<file path="config.mk">
export PLATFORM = sky130hd
export DESIGN_NAME = mips_mc_control
export DESIGN_NICKNAME = d
export VERILOG_FILES = /design/src/rtl/mips_pkg.sv /design/src/rtl/mips_opcode_decode.sv /design/src/rtl/mips_mc_control.sv
export SDC_FILE = /design/constraint.sdc
export NUM_CORES = 1
export LEC_CHECK = 0
export BUFFER_PORTS_ARGS = -buffer_cell sky130_fd_sc_hd__buf_2
export CAP_MARGIN = 40
export CORE_MARGIN = 5
export CORE_UTILIZATION = 33
export CTS_CLUSTER_SIZE = 14
export DETAILED_ROUTE_END_ITERATION = 6
export PLACE_DENSITY = 0.64
export SETUP_SLACK_MARGIN = 0.05
export SYNTH_ARGS = -nofsm -noshare
export SYNTH_HDL_FRONTEND = slang
export SYNTH_SLANG_ARGS = --single-unit
</file>
<file path="constraint.sdc">
create_clock -name Clk -period 2.8 [get_ports Clk]
set_clock_uncertainty 0.2 [all_clocks]
set_input_delay 0.56 -clock Clk [delete_from_list [all_inputs] [get_ports Clk]]
set_output_delay 0.56 -clock Clk [all_outputs]
set_load 0.05 [all_outputs]
</file>
<file path="src/rtl/mips_pkg.sv">
// Shared MIPS definitions: opcode/funct constants, ALU op encodings, control states
// and the instruction classes produced by the decoder.
package mips_pkg;

  localparam int unsigned OP_W    = 6;
  localparam int unsigned FUNCT_W = 6;
  localparam int unsigned ALUOP_W = 2;

  localparam logic [OP_W-1:0] OP_RTYPE = 6'b000000;
  localparam logic [OP_W-1:0] OP_LW    = 6'b100011;
  localparam logic [OP_W-1:0] OP_SW    = 6'b101011;
  localparam logic [OP_W-1:0] OP_BEQ   = 6'b000100;
  localparam logic [OP_W-1:0] OP_J     = 6'b000010;
  localparam logic [OP_W-1:0] OP_ADDI  = 6'b001000;

  localparam logic [FUNCT_W-1:0] FN_ADD = 6'h20;
  localparam logic [FUNCT_W-1:0] FN_SUB = 6'h22;
  localparam logic [FUNCT_W-1:0] FN_AND = 6'h24;
  localparam logic [FUNCT_W-1:0] FN_OR  = 6'h25;
  localparam logic [FUNCT_W-1:0] FN_SLT = 6'h2a;

  localparam logic [ALUOP_W-1:0] ALUOP_ADD   = 2'b00;
  localparam logic [ALUOP_W-1:0] ALUOP_SUB   = 2'b01;
  localparam logic [ALUOP_W-1:0] ALUOP_FUNCT = 2'b10;

  typedef enum logic [2:0] {
    FETCH  = 3'd0,
    DECODE = 3'd1,
    EXEC   = 3'd2,
    MEM    = 3'd3,
    WB     = 3'd4,
    TRAP   = 3'd5
  } state_e;

  typedef enum logic [2:0] {
    CLS_NONE  = 3'd0,
    CLS_RTYPE = 3'd1,
    CLS_ADDI  = 3'd2,
    CLS_LW    = 3'd3,
    CLS_SW    = 3'd4,
    CLS_BEQ   = 3'd5,
    CLS_J     = 3'd6
  } iclass_e;

endpackage

</file>
<file path="src/rtl/mips_opcode_decode.sv">
// Combinational opcode/funct classifier; flags anything outside the supported subset.
module mips_opcode_decode
  import mips_pkg::*;
(
  input  logic [OP_W-1:0]    opcode,
  input  logic [FUNCT_W-1:0] funct,
  output iclass_e            iclass,
  output logic               legal
);

  always_comb begin
    iclass = CLS_NONE;
    legal  = 1'b1;
    case (opcode)
      OP_RTYPE: begin
        iclass = CLS_RTYPE;
        case (funct)
          FN_ADD, FN_SUB, FN_AND, FN_OR, FN_SLT: legal = 1'b1;
          default: begin
            iclass = CLS_NONE;
            legal  = 1'b0;
          end
        endcase
      end
      OP_LW:   iclass = CLS_LW;
      OP_SW:   iclass = CLS_SW;
      OP_BEQ:  iclass = CLS_BEQ;
      OP_J:    iclass = CLS_J;
      OP_ADDI: iclass = CLS_ADDI;
      default: legal  = 1'b0;
    endcase
  end

endmodule

</file>
<file path="src/rtl/mips_mc_control.sv">
// Multi-cycle MIPS control FSM: sequences fetch/decode/exec/mem/wb and drives
// the PC and datapath strobes; counts retired instructions.
module mips_mc_control
  import mips_pkg::*;
#(
  parameter int unsigned CNT_W = 32
) (
  input  logic                 Clk,
  input  logic                 Reset,
  input  logic [OP_W-1:0]      opcode,
  input  logic [FUNCT_W-1:0]   funct,
  input  logic                 zeroFlag,
  input  logic                 memReady,
  output logic                 pcWrite,
  output logic                 jmpFlag,
  output logic                 branchFlag,
  output logic                 irWrite,
  output logic                 memRead,
  output logic                 memWrite,
  output logic                 iorD,
  output logic                 regWrite,
  output logic                 regDst,
  output logic                 memToReg,
  output logic                 aluSrcB,
  output logic [ALUOP_W-1:0]   aluOp,
  output logic                 illegal,
  output logic [CNT_W-1:0]     retired
);

  state_e     state, state_nxt;
  iclass_e    cls, cls_nxt;
  iclass_e    dec_cls;
  logic       dec_legal;
  logic       run;
  logic       retire;

  mips_opcode_decode u_dec (
    .opcode (opcode),
    .funct  (funct),
    .iclass (dec_cls),
    .legal  (dec_legal)
  );

  // run holds the first FETCH request off until the cycle after reset release
  always_ff @(posedge Clk or negedge Reset) begin
    if (!Reset) begin
      state   <= FETCH;
      cls     <= CLS_NONE;
      run     <= 1'b0;
      illegal <= 1'b0;
      retired <= '0;
    end else begin
      state <= state_nxt;
      cls   <= cls_nxt;
      run   <= 1'b1;
      if (state == DECODE && !dec_legal) illegal <= 1'b1;
      if (retire) retired <= retired + CNT_W'(1);
    end
  end

  always_comb begin
    state_nxt  = state;
    cls_nxt    = cls;
    retire     = 1'b0;
    pcWrite    = 1'b0;
    jmpFlag    = 1'b0;
    branchFlag = 1'b0;
    irWrite    = 1'b0;
    memRead    = 1'b0;
    memWrite   = 1'b0;
    iorD       = 1'b0;
    regWrite   = 1'b0;
    regDst     = 1'b0;
    memToReg   = 1'b0;
    aluSrcB    = 1'b0;
    aluOp      = ALUOP_ADD;
    case (state)
      FETCH: begin
        if (run) begin
          memRead = 1'b1;
          if (memReady) begin
            irWrite   = 1'b1;
            pcWrite   = 1'b1;
            state_nxt = DECODE;
          end
        end
      end
      DECODE: begin
        cls_nxt   = dec_cls;
        state_nxt = dec_legal ? EXEC : TRAP;
      end
      EXEC: begin
        case (cls)
          CLS_RTYPE: begin
            aluOp     = ALUOP_FUNCT;
            state_nxt = WB;
          end
          CLS_ADDI: begin
            aluSrcB   = 1'b1;
            state_nxt = WB;
          end
          CLS_LW, CLS_SW: begin
            aluSrcB   = 1'b1;
            state_nxt = MEM;
          end
          CLS_BEQ: begin
            aluOp      = ALUOP_SUB;
            branchFlag = 1'b1;
            pcWrite    = zeroFlag;
            retire     = 1'b1;
            state_nxt  = FETCH;
          end
          CLS_J: begin
            jmpFlag   = 1'b1;
            pcWrite   = 1'b1;
            retire    = 1'b1;
            state_nxt = FETCH;
          end
          default: state_nxt = TRAP;
        endcase
      end
      MEM: begin
        iorD     = 1'b1;
        memRead  = (cls == CLS_LW);
        memWrite = (cls == CLS_SW);
        if (memReady) begin
          if (cls == CLS_LW) begin
            state_nxt = WB;
          end else begin
            retire    = 1'b1;
            state_nxt = FETCH;
          end
        end
      end
      WB: begin
        regWrite  = 1'b1;
        regDst    = (cls == CLS_RTYPE);
        memToReg  = (cls == CLS_LW);
        retire    = 1'b1;
        state_nxt = FETCH;
      end
      TRAP: state_nxt = TRAP;
      default: state_nxt = FETCH;
    endcase
  end

endmodule

</file>
==> results of run 1 <==
==> cells by family (layout without fill, tap and decap cells) <==
logic type	after synthesis	in the layout	synth area share (%)
compound gates	26	26	8.05
other cells	1	1	0.155
simple gates	111	111	30.4
buf+inv	21	89	4.59
flops	40	40	41.3
xor+xnor	32	32	11.6
fa+ha+maj	5	5	2.58
mux	3	3	1.34
==> state kept, by name, indices dropped and copies added (netlist names) <==
| signal | cells |
|---|---|
| cls | 3 |
| state | 3 |
| run | 1 |
| retired | 32 |
| illegal | 1 |
==> synth_stat cells, types with 3 or more instances <==
library cell and number:
dfrtp_1 40, xor2_1 22, nand2_1 19, nor2_1 17
nor3_2 14, nand3_1 13, inv_1 12, xnor2_1 10
a21oi_1 8, and3_1 5, ha_1 5, nand2b_1 5
nor2b_1 5, nor3_1 5, nor4_1 5, buf_6 3
nor3b_1 3, nor4_4 3, o31ai_1 3
==> worst max-delay path, delay by kind of cell, from the launching register on <==
kind                   cells  cell delay, ns
AOI/OAI and AO/OA          1            0.07
and+or+nand+nor            4            0.78
DFF                        1            0.47
buffers and inverters      1            0.25
==> worst max-delay path by stage <==
stage | start | slack, ns | cells after the start | to
2_1_floorplan | state[0]$_DFFE_PN0P_ | 0.13 | 6 | pcWrite
3_3_place_gp | state[1]$_DFFE_PN0P_ | 0.46 | 6 | pcWrite
3_5_place_dp | state[1]$_DFFE_PN0P_ | 0.37 | 6 | pcWrite
4_1_cts | cls[1]$_DFFE_PN0N_ | 0.17 | 7 | pcWrite
5_1_grt | state[1]$_DFFE_PN0P_ | 0.06 | 6 | pcWrite
6_report | state[1]$_DFFE_PN0P_ | 0.18 | 6 | pcWrite
==> routing by layer <==
| metal | global-route usage (%) | vias up | share of wire (%) |
|---|---|---|---|
| met3 | 2.58 | 5 | 4.2 |
| met2 | 19.3 | 34 | 49 |
| li1 | - | 962 | - |
| met5 | 0 | - | 0 |
| met1 | 14.8 | 927 | 45 |
| met4 | 3.32 | 0 | 1.2 |
==> power groups by stage <==
stage / Clock [uW] / Sequential [uW] / Combinational [uW]
CTS: 394 / 663 / 236
global route: 419 / 673 / 256
detailed placement: 0 / 675 / 233
floorplan: 0 / 718 / 112
finish: 379 / 663 / 234
global placement: 0 / 672 / 227
==> cell usage in the layout, fill, tap and decap left out, types with 8 or more instances in the layout <==
| cell | count |
|---|---|
| nor3_2 | 14 |
| buf_2 | 61 |
| nand3_1 | 13 |
| xnor2_1 | 10 |
| xor2_1 | 22 |
| dfrtp_1 | 40 |
| inv_1 | 12 |
| nand2_1 | 19 |
| nor2_1 | 17 |
| a21oi_1 | 8 |
==> per-stage QoR <==
step	cell area (sq um)	util, %
3_3_place_gp	2840	39.3
2_1_floorplan	2430	-
4_1_cts	2960	41.0
5_1_grt	2960	41.0
6_report	2960	41.0
3_5_place_dp	2860	39.6
==> final cells by class <==
cell class	instances	area, sq um
clock buffer	7	76.3
clock inverter	1	8.76
fill	755	4260
inverter	13	50.0
multi-input combinational	178	1320
sequential	40	1000
tap	99	124
timing repair buffer	68	373
==> what timing repair did <==
| item | in CTS | in global routing |
|---|---|---|
| hold endpoints to repair | 11 | 0 |
| hold buffers | 1 | 0 |
| setup endpoints to repair | 1 | 0 |
| gates resized for setup | 1 | 0 |
==> results_dict.tcl, run 1 <==
set metrics [dict create \
    relSlewSlack_pct 55.1 \
    htreeDepth 2 \
    yosys.area.top_type "dfrtp_1" \
    synth_edf_count 0 \
    whs_ns 0.273 \
    n_antenna_cell 0 \
    power.leakage_uw 0.00149 \
    drt-initial-drc-count 94 \
    reg2reg_depth 8 \
    clock-sinks 40 \
    synth_cells 239 \
    min_path_type "register to register" \
    row_count 31 \
    grt_pass1_vias 1842 \
    die_h_um 95.7 \
    reg2reg_to "retired[31]$_DFFE_PN0P_" \
    drt_first_pass_iters 4 \
    clock_path_buffers 2 \
    setup_viol 0 \
    vias 1928 \
    grt_pass1_wl_mm 8.42 \
    initial_core_util_pct 33.6 \
    outcome "completed" \
    synth_nets 260 \
    hold-path-endpoint "retired[31]$_DFFE_PN0P_" \
    synth_seq_cells 40 \
    final_nets 327 \
    post_cts_buffers 0 \
    fin_setup_tns_ns 0 \
    root_buffer "clkbuf_8" \
    p_comb_share_pct 18.3 \
    coreArea_sq_um 7210 \
    rsz0062_at_grt "false" \
    yosysWarnings 0 \
    rrSetupSlack_ns 0.48 \
    hold_violations 0 \
    end_kind "primary output" \
    drv_cap 0 \
    crit_path_cell_trace "nor3b_2 > and3_1 > a21oi_1 > nor3_1 > or2_2 > buf_2" \
    gp_congestion 0.770 \
    drive_gt1_share_pct 34.2 \
    postSynth.asyncResetShare_pct 100 \
    hold_start "retired[31]$_DFFE_PN0P_" \
    internal_power_uw 870 \
    pwr-share-clk_pct 29.7 \
    net-switching-power_uw 405 \
    stdcell_count 406 \
    path_clk_slew_ns 0.08 \
    avgSynthCellArea_sq_um 10.1 \
    place_hpwl_mm 3.95 \
    overflow 0 \
    antenna_found_initial 0 \
    swShare_pct 31.8 \
    vias_per_cell 4.75 \
    min_path_cells 1 \
    drt-total-wl_mm 5.12 \
    ant_nets 0 \
    timing.final.ws_setup_ns 0.184 \
    powerDensity_nw_per_um2 432 \
    ioPinCount 62 \
    clkLatencyLatePin_ns 0.29 \
    crit_type "register to primary output" \
    r2r-start "cls[0]$_DFFE_PN0N_" \
    pre_cts_slack_ns 0.373 \
    placement.io_buffers 61 \
    dp.cells 397 \
    drv_slew 0 \
    grt_use_total_pct 11.5 \
    synth_top_area_share_pct 41.3 \
    grt_max_degree 30 \
    ys_top_cells_by_area "dfrtp_1, xor2_1, nor3_2" \
    drcViolationCount 0 \
    cpMaxStageDelayCell "dfrtp_1" \
    cp.arrival_ns 1.86 \
    cp-start-kind "register" \
    p_seq_share_pct 52.0 \
    p_total_uw 1280 \
    seq_area_frac_synth_pct 41.3 \
    die_area_sq_um 9160 \
    slowest_delay_ns 0.47 \
    dieWidth_um 95.7 \
    fin_crit_ns 2.62 \
    fmax_ghz 0.382 \
    cts_tree "done" \
    period_share_pct 93.4 \
    worstPathMaxFanout 9 \
    synthFlopType "dfrtp_1" \
    netlist_area_sq_um 2420 \
    tightest_slew_ns 0.673 \
    yosysUniqueCellTypes 50 \
    ir_worst_vdd_mv 0.176 \
    area_growth_pct 21.9 \
    crit_required_ns 2.04 \
    numCtsBuffers 5 \
    wl_per_cell_um 12.6 \
]
Note: power is estimated with default switching activity, not from simulation.
==> inputs of run 2 (changes only) <==
--- a/config.mk
+++ b/config.mk
@@ -8,10 +8,10 @@
 export BUFFER_PORTS_ARGS = -buffer_cell sky130_fd_sc_hd__buf_2
 export CAP_MARGIN = 40
 export CORE_MARGIN = 5
-export CORE_UTILIZATION = 33
+export CORE_UTILIZATION = 44
 export CTS_CLUSTER_SIZE = 14
 export DETAILED_ROUTE_END_ITERATION = 6
-export PLACE_DENSITY = 0.64
+export PLACE_DENSITY = 0.78
 export SETUP_SLACK_MARGIN = 0.05
 export SYNTH_ARGS = -nofsm -noshare
 export SYNTH_HDL_FRONTEND = slang
==> run 2 against run 1 <==
  * Flip-flop and latch count is the same
  * Final cell count shrank 6.7%
  * Combinational power grew 4%
  * Die area decreased by 23%
  * Hold slack lost 0.011 ns
  * Via count rose by 1.7%
  * First-iteration DRC count increased by 6.4%
  * Worst setup slack better by 0.018 ns
  * Wire length rose by 1.7%
  * Global-route usage up 3.6 points
  * Sequential power is essentially flat
  * Critical endpoint unchanged
==> results_dict.tcl, run 2 (synthesized netlist as in run 1, its figures left out) <==
set metrics [dict create \
    outcome "completed" \
    relSlewSlack_pct 53.5 \
    internal_power_uw 988 \
    r2r-start "cls[0]$_DFFE_PN0N_" \
    wl_met1_mm 2.31 \
    power.leakage_uw 0.00153 \
    ir_worst_vdd_mv 0.264 \
    path_clk_slew_ns 0.08 \
    placement.io_buffers 61 \
    initial_core_util_pct 44.6 \
    crit_type "register to primary output" \
    final_nets 327 \
    top_register "retired" \
    powerDensity_nw_per_um2 473 \
    worstPathMaxFanout 7 \
    p_comb_share_pct 17.4 \
    highest_layer "met4" \
    tightest_slew_ns 0.696 \
    pwr-share-clk_pct 35.4 \
    cts_tree "done" \
    timing.final.ws_setup_ns 0.202 \
    hold_violations 0 \
    period_share_pct 92.8 \
    antenna_found_initial 0 \
    swShare_pct 29.7 \
    fin_crit_ns 2.60 \
    root_buffer "clkbuf_8" \
    reg.largest.list "retired: 32 flops, cls: 3 flops, state: 3 flops" \
    wl_per_cell_um 13.7 \
    ant_nets 0 \
    min_path_type "register to register" \
    htreeDepth 2 \
    rsz0062_at_grt "false" \
    grt_pass1_vias 1928 \
    grt_use_total_pct 15.1 \
    whs_ns 0.261 \
    drcViolationCount 0 \
    drv_slew 0 \
    row_count 27 \
    clock_path_buffers 2 \
    fin_setup_tns_ns 0 \
    vias 1960 \
    area_growth_pct 22.4 \
    p_seq_share_pct 47.2 \
    net-switching-power_uw 417 \
    n_antenna_cell 0 \
    overflow 0 \
    cp.arrival_ns 1.84 \
    numCtsBuffers 5 \
    final_common_cell "buf_2" \
    fmax_ghz 0.385 \
    ioPinCount 62 \
    crit_start "cls[1]$_DFFE_PN0N_" \
    grt_max_degree 33 \
    setup_viol 0 \
    vias_per_cell 5.17 \
    crit_required_ns 2.04 \
    pre_cts_slack_ns 0.371 \
    gp_congestion 0.802 \
    drive_gt1_share_pct 35.8 \
    clkLatencyLatePin_ns 0.29 \
    wl_met2_mm 2.62 \
    die_area_sq_um 7100 \
    drv_cap 0 \
    grt_pass1_wl_mm 8.83 \
    largest_register_ffs 32 \
    fillCellCount 499 \
    hold_start "retired[31]$_DFFE_PN0P_" \
    coreArea_sq_um 5440 \
    wl_met3_um 223 \
    drt-initial-drc-count 100 \
    end_kind "primary output" \
    place_hpwl_mm 3.94 \
    cp-start-kind "register" \
    clock-sinks 40 \
    layout_common_cells "buf_2, dfrtp_1, xor2_1" \
    drt-total-wl_mm 5.21 \
    drt_first_pass_iters 4 \
    die_h_um 84.2 \
    dieWidth_um 84.2 \
]
-- run 2: cell count changes in the layout (fill, tap and decap cells not counted), sizes merged --
cell,delta
bufinv,+1
clkbuf,-1
-- run 2: final cells by class --
class	count	area, sq um	area share, %
inverter	13	50.0	1.69
clock inverter	2	38.8	1.31
tap	72	90.1	3.03
timing repair buffer	68	373	12.6
multi-input combinational	178	1330	44.8
clock buffer	6	82.6	2.78
sequential	40	1000	33.8
-- run 2: through the flow --
step	util, %	total power [uW]	cell area [sq um]	std cells
floorplan	-	830	2430	239
global placement	51.4	899	2790	368
detailed placement	51.7	916	2810	369
CTS	54.2	1420	2950	378
global route	54.6	1480	2970	379
finish	54.6	1400	2970	379
-- run 2: power by group through the flow --
| stage | registers [uW] | clock network, uW | logic (uW) |
|---|---|---|---|
| 2_1_floorplan | 718 | 0 | 112 |
| 3_3_place_gp | 673 | 0 | 227 |
| 3_5_place_dp | 675 | 0 | 241 |
| 4_1_cts | 663 | 510 | 242 |
| 5_1_grt | 670 | 538 | 268 |
| 6_report | 664 | 497 | 244 |
-- run 2: what timing repair did --
| item | in CTS | in global routing |
|---|---|---|
| cloned | 0 | 0 |
| gates resized for setup | 1 | 4 |
| setup endpoints to repair | 1 | 1 |
| buffers inserted | 0 | 1 |
| hold buffers | 1 | 0 |
| pin swaps | 0 | 0 |
| endpoints found under the hold margin | 8 | 0 |
-- run 2: worst paths after layout --
path	slack (ns)	endpoint	cells after the start
setup / recovery	0.20	pcWrite	7
hold / removal	0.26	retired[31]$_DFFE_PN0P_	1
setup reg to reg	0.36	retired[31]$_DFFE_PN0P_	8
hold reg to reg	0.26	retired[31]$_DFFE_PN0P_	1
max in group asynchronous	1.50	retired[9]$_DFFE_PN0P_	3
min in group asynchronous	0.47	cls[2]$_DFFE_PN0N_	2
-- run 2: worst max-delay path, cell delays in order, from the launching register on --
cell and delay (ns):
dfrtp_1 0.38, inv_1 0.08, ha_2 0.21, and3_1 0.18, a21oi_1 0.15, nor3_1 0.06, or2_2 0.27, buf_2 0.21
-- run 2: layer usage --
metal  vias up  GRT usage (%)
met2        36           25.3
li1        963              -
met5         -              0
met4         0           5.56
met3         4           3.34
met1       957           19.1
==> inputs of run 3 (changes only) <==
--- a/config.mk
+++ b/config.mk
@@ -8,10 +8,10 @@
 export BUFFER_PORTS_ARGS = -buffer_cell sky130_fd_sc_hd__buf_2
 export CAP_MARGIN = 40
 export CORE_MARGIN = 5
-export CORE_UTILIZATION = 44
+export CORE_UTILIZATION = 45
 export CTS_CLUSTER_SIZE = 14
 export DETAILED_ROUTE_END_ITERATION = 6
-export PLACE_DENSITY = 0.78
+export PLACE_DENSITY = 0.79
 export SETUP_SLACK_MARGIN = 0.05
 export SYNTH_ARGS = -nofsm -noshare
 export SYNTH_HDL_FRONTEND = slang
==> run 3 against run 2 <==
  * Worst setup slack worse by 0.031 ns
  * Clock power is 28% lower
  * Critical endpoint unchanged
  * Hold slack worse by 0.23 ns
  * Design area is 1.4% lower
  * Total power is 10% lower
  * Via count is 1.6% lower
  * Highest routed layer unchanged
  * Flip-flop and latch count stayed put
  * Sequential power hardly changed
  * Critical path depth stayed put
  * Sequential share of layout area is 0.41 points higher
  * Final cell count is 0.79% lower
  * Combinational power is 2% lower
==> results_dict.tcl, run 3 (synthesized netlist as in run 1, its figures left out) <==
set metrics [dict create \
    clkLatencyLatePin_ns 0.28 \
    dp.cells 368 \
    cp-start-kind "register" \
    timing.final.ws_setup_ns 0.171 \
    drcViolationCount 0 \
    antenna_found_initial 0 \
    top_register "retired" \
    pwr-share-clk_pct 28.5 \
    internal_power_uw 862 \
    net-switching-power_uw 398 \
    cp.arrival_ns 1.87 \
    grt_max_degree 22 \
    ir_worst_vdd_mv 0.372 \
    place_hpwl_mm 3.97 \
    clock_path_buffers 2 \
    swShare_pct 31.6 \
    period_share_pct 93.9 \
    layout_common_cells "buf_2, dfrtp_1, xor2_1" \
    p_comb_share_pct 18.9 \
    critPathBufInv 2 \
    drt-total-wl_mm 5.12 \
    cts_hold_buf 0 \
    rsz0062_at_grt "false" \
    ioPinCount 62 \
    drv_slew 0 \
    overflow 0 \
    power.leakage_uw 0.00151 \
    powerDensity_nw_per_um2 431 \
    row_count 26 \
    gp_congestion 0.817 \
    vias_per_cell 5.13 \
    pre_cts_slack_ns 0.415 \
    drt_first_pass_iters 4 \
    final_common_cell "buf_2" \
    ant_nets 0 \
    area_growth_pct 20.7 \
    htreeDepth 2 \
    root_buffer "clkbuf_8" \
    wl_per_cell_um 13.6 \
    grt_pass1_wl_mm 9.10 \
    stdcell_count 376 \
    worstPathMaxFanout 7 \
    outcome "completed" \
    end_kind "primary output" \
    setup_viol 0 \
    drv_cap 0 \
    slowest_delay_ns 0.39 \
    crit_required_ns 2.04 \
    vias 1928 \
    placement.io_buffers 61 \
    p_seq_share_pct 52.6 \
    n_antenna_cell 0 \
    die_area_sq_um 6960 \
    grt_pass1_vias 1920 \
    fmax_ghz 0.380 \
    final_nets 327 \
    min_path_type "primary input to asynchronous set/reset pin" \
    cts_tree "done" \
    largest_register_ffs 32 \
    numCtsBuffers 5 \
    grt_use_total_pct 15.6 \
    drive_gt1_share_pct 35.0 \
    path_clk_slew_ns 0.07 \
    fin_crit_ns 2.63 \
    hold_violations 0 \
    clock-sinks 40 \
    crit_path_cell_trace "inv_1 > ha_1 > and3_1 > a21oi_1 > nor3_1 > or2_2 > buf_2" \
    reg.largest.list "retired: 32 flops, cls: 3 flops, state: 3 flops" \
    initial_core_util_pct 46.9 \
    drt-initial-drc-count 84 \
    tightest_slew_ns 0.668 \
    coreArea_sq_um 5170 \
    crit_type "register to primary output" \
    fin_setup_tns_ns 0 \
    relSlewSlack_pct 55.4 \
    cp_top_family "simple AND/OR/NAND/NOR gates" \
    dieWidth_um 83.4 \
    cpMaxStageDelayCell "dfrtp_1" \
    die_h_um 83.4 \
]
## run 3: worst paths after layout
kind                                    startpoint                       to  slack (ns)  depth (start not counted)
min in group Clk           retired[31]$_DFFE_PN0P_  retired[31]$_DFFE_PN0P_        0.27                          1
max in group asynchronous                    Reset  retired[27]$_DFFE_PN0P_        1.91                          2
max                             cls[1]$_DFFE_PN0N_                  pcWrite        0.17                          7
min reg2reg                retired[31]$_DFFE_PN0P_  retired[31]$_DFFE_PN0P_        0.27                          1
min                                          Reset       cls[0]$_DFFE_PN0N_        0.03                          1
max reg2reg                     cls[0]$_DFFE_PN0N_  retired[31]$_DFFE_PN0P_        0.43                          8
## run 3: cell type report
cell class | instances | area, sq um
Tap cell | 70 | 87.6
Multi-Input combinational cell | 178 | 1330
Sequential cell | 40 | 1000
Timing Repair Buffer | 68 | 378
Clock buffer | 5 | 68.8
Clock inverter | 2 | 12.5
Fill cell | 439 | 2250
Inverter | 13 | 50.0
## run 3: worst register-to-register path, stage by stage, from the launching register on
cell	delay, ns
dfrtp_1	0.42
inv_1	0.10
ha_1	0.24
o21ai_0	0.11
o22ai_1	0.40
a21oi_2	0.12
buf_4	0.20
nor4_1	0.34
xor2_1	0.17
## run 3: repair_timing
item / in CTS / in global routing
buffers inserted: 0 / 1
setup endpoints to repair: 0 / 2
resized for setup: 0 / 2
## run 3: power by group through the flow
stage / combinational, uW / sequential [uW] / clock [uW]
after global placement: 226 / 671 / 0
after CTS: 238 / 663 / 372
after floorplan: 112 / 718 / 0
after detailed placement: 237 / 675 / 0
final: 238 / 664 / 359
after global routing: 265 / 671 / 403
## run 3: metal layers
layer	vias up	track usage [%]	share of wire, %
li1	966	-	-
met1	919	20.8	45
met2	39	25.1	50
met3	4	3.76	4.3
met4	0	4.75	0.90
met5	-	0	0
## run 3: through the flow
step	util, %	hold slack [ns]	total power (uW)	area, sq um
finish	56.6	0.0273	1260	2930
global route	56.6	0.0513	1340	2930
CTS	56.2	0.0398	1270	2910
detailed placement	54.6	0.259	911	2830
global placement	54.1	0.253	897	2800
floorplan	-	0.0644	830	2430
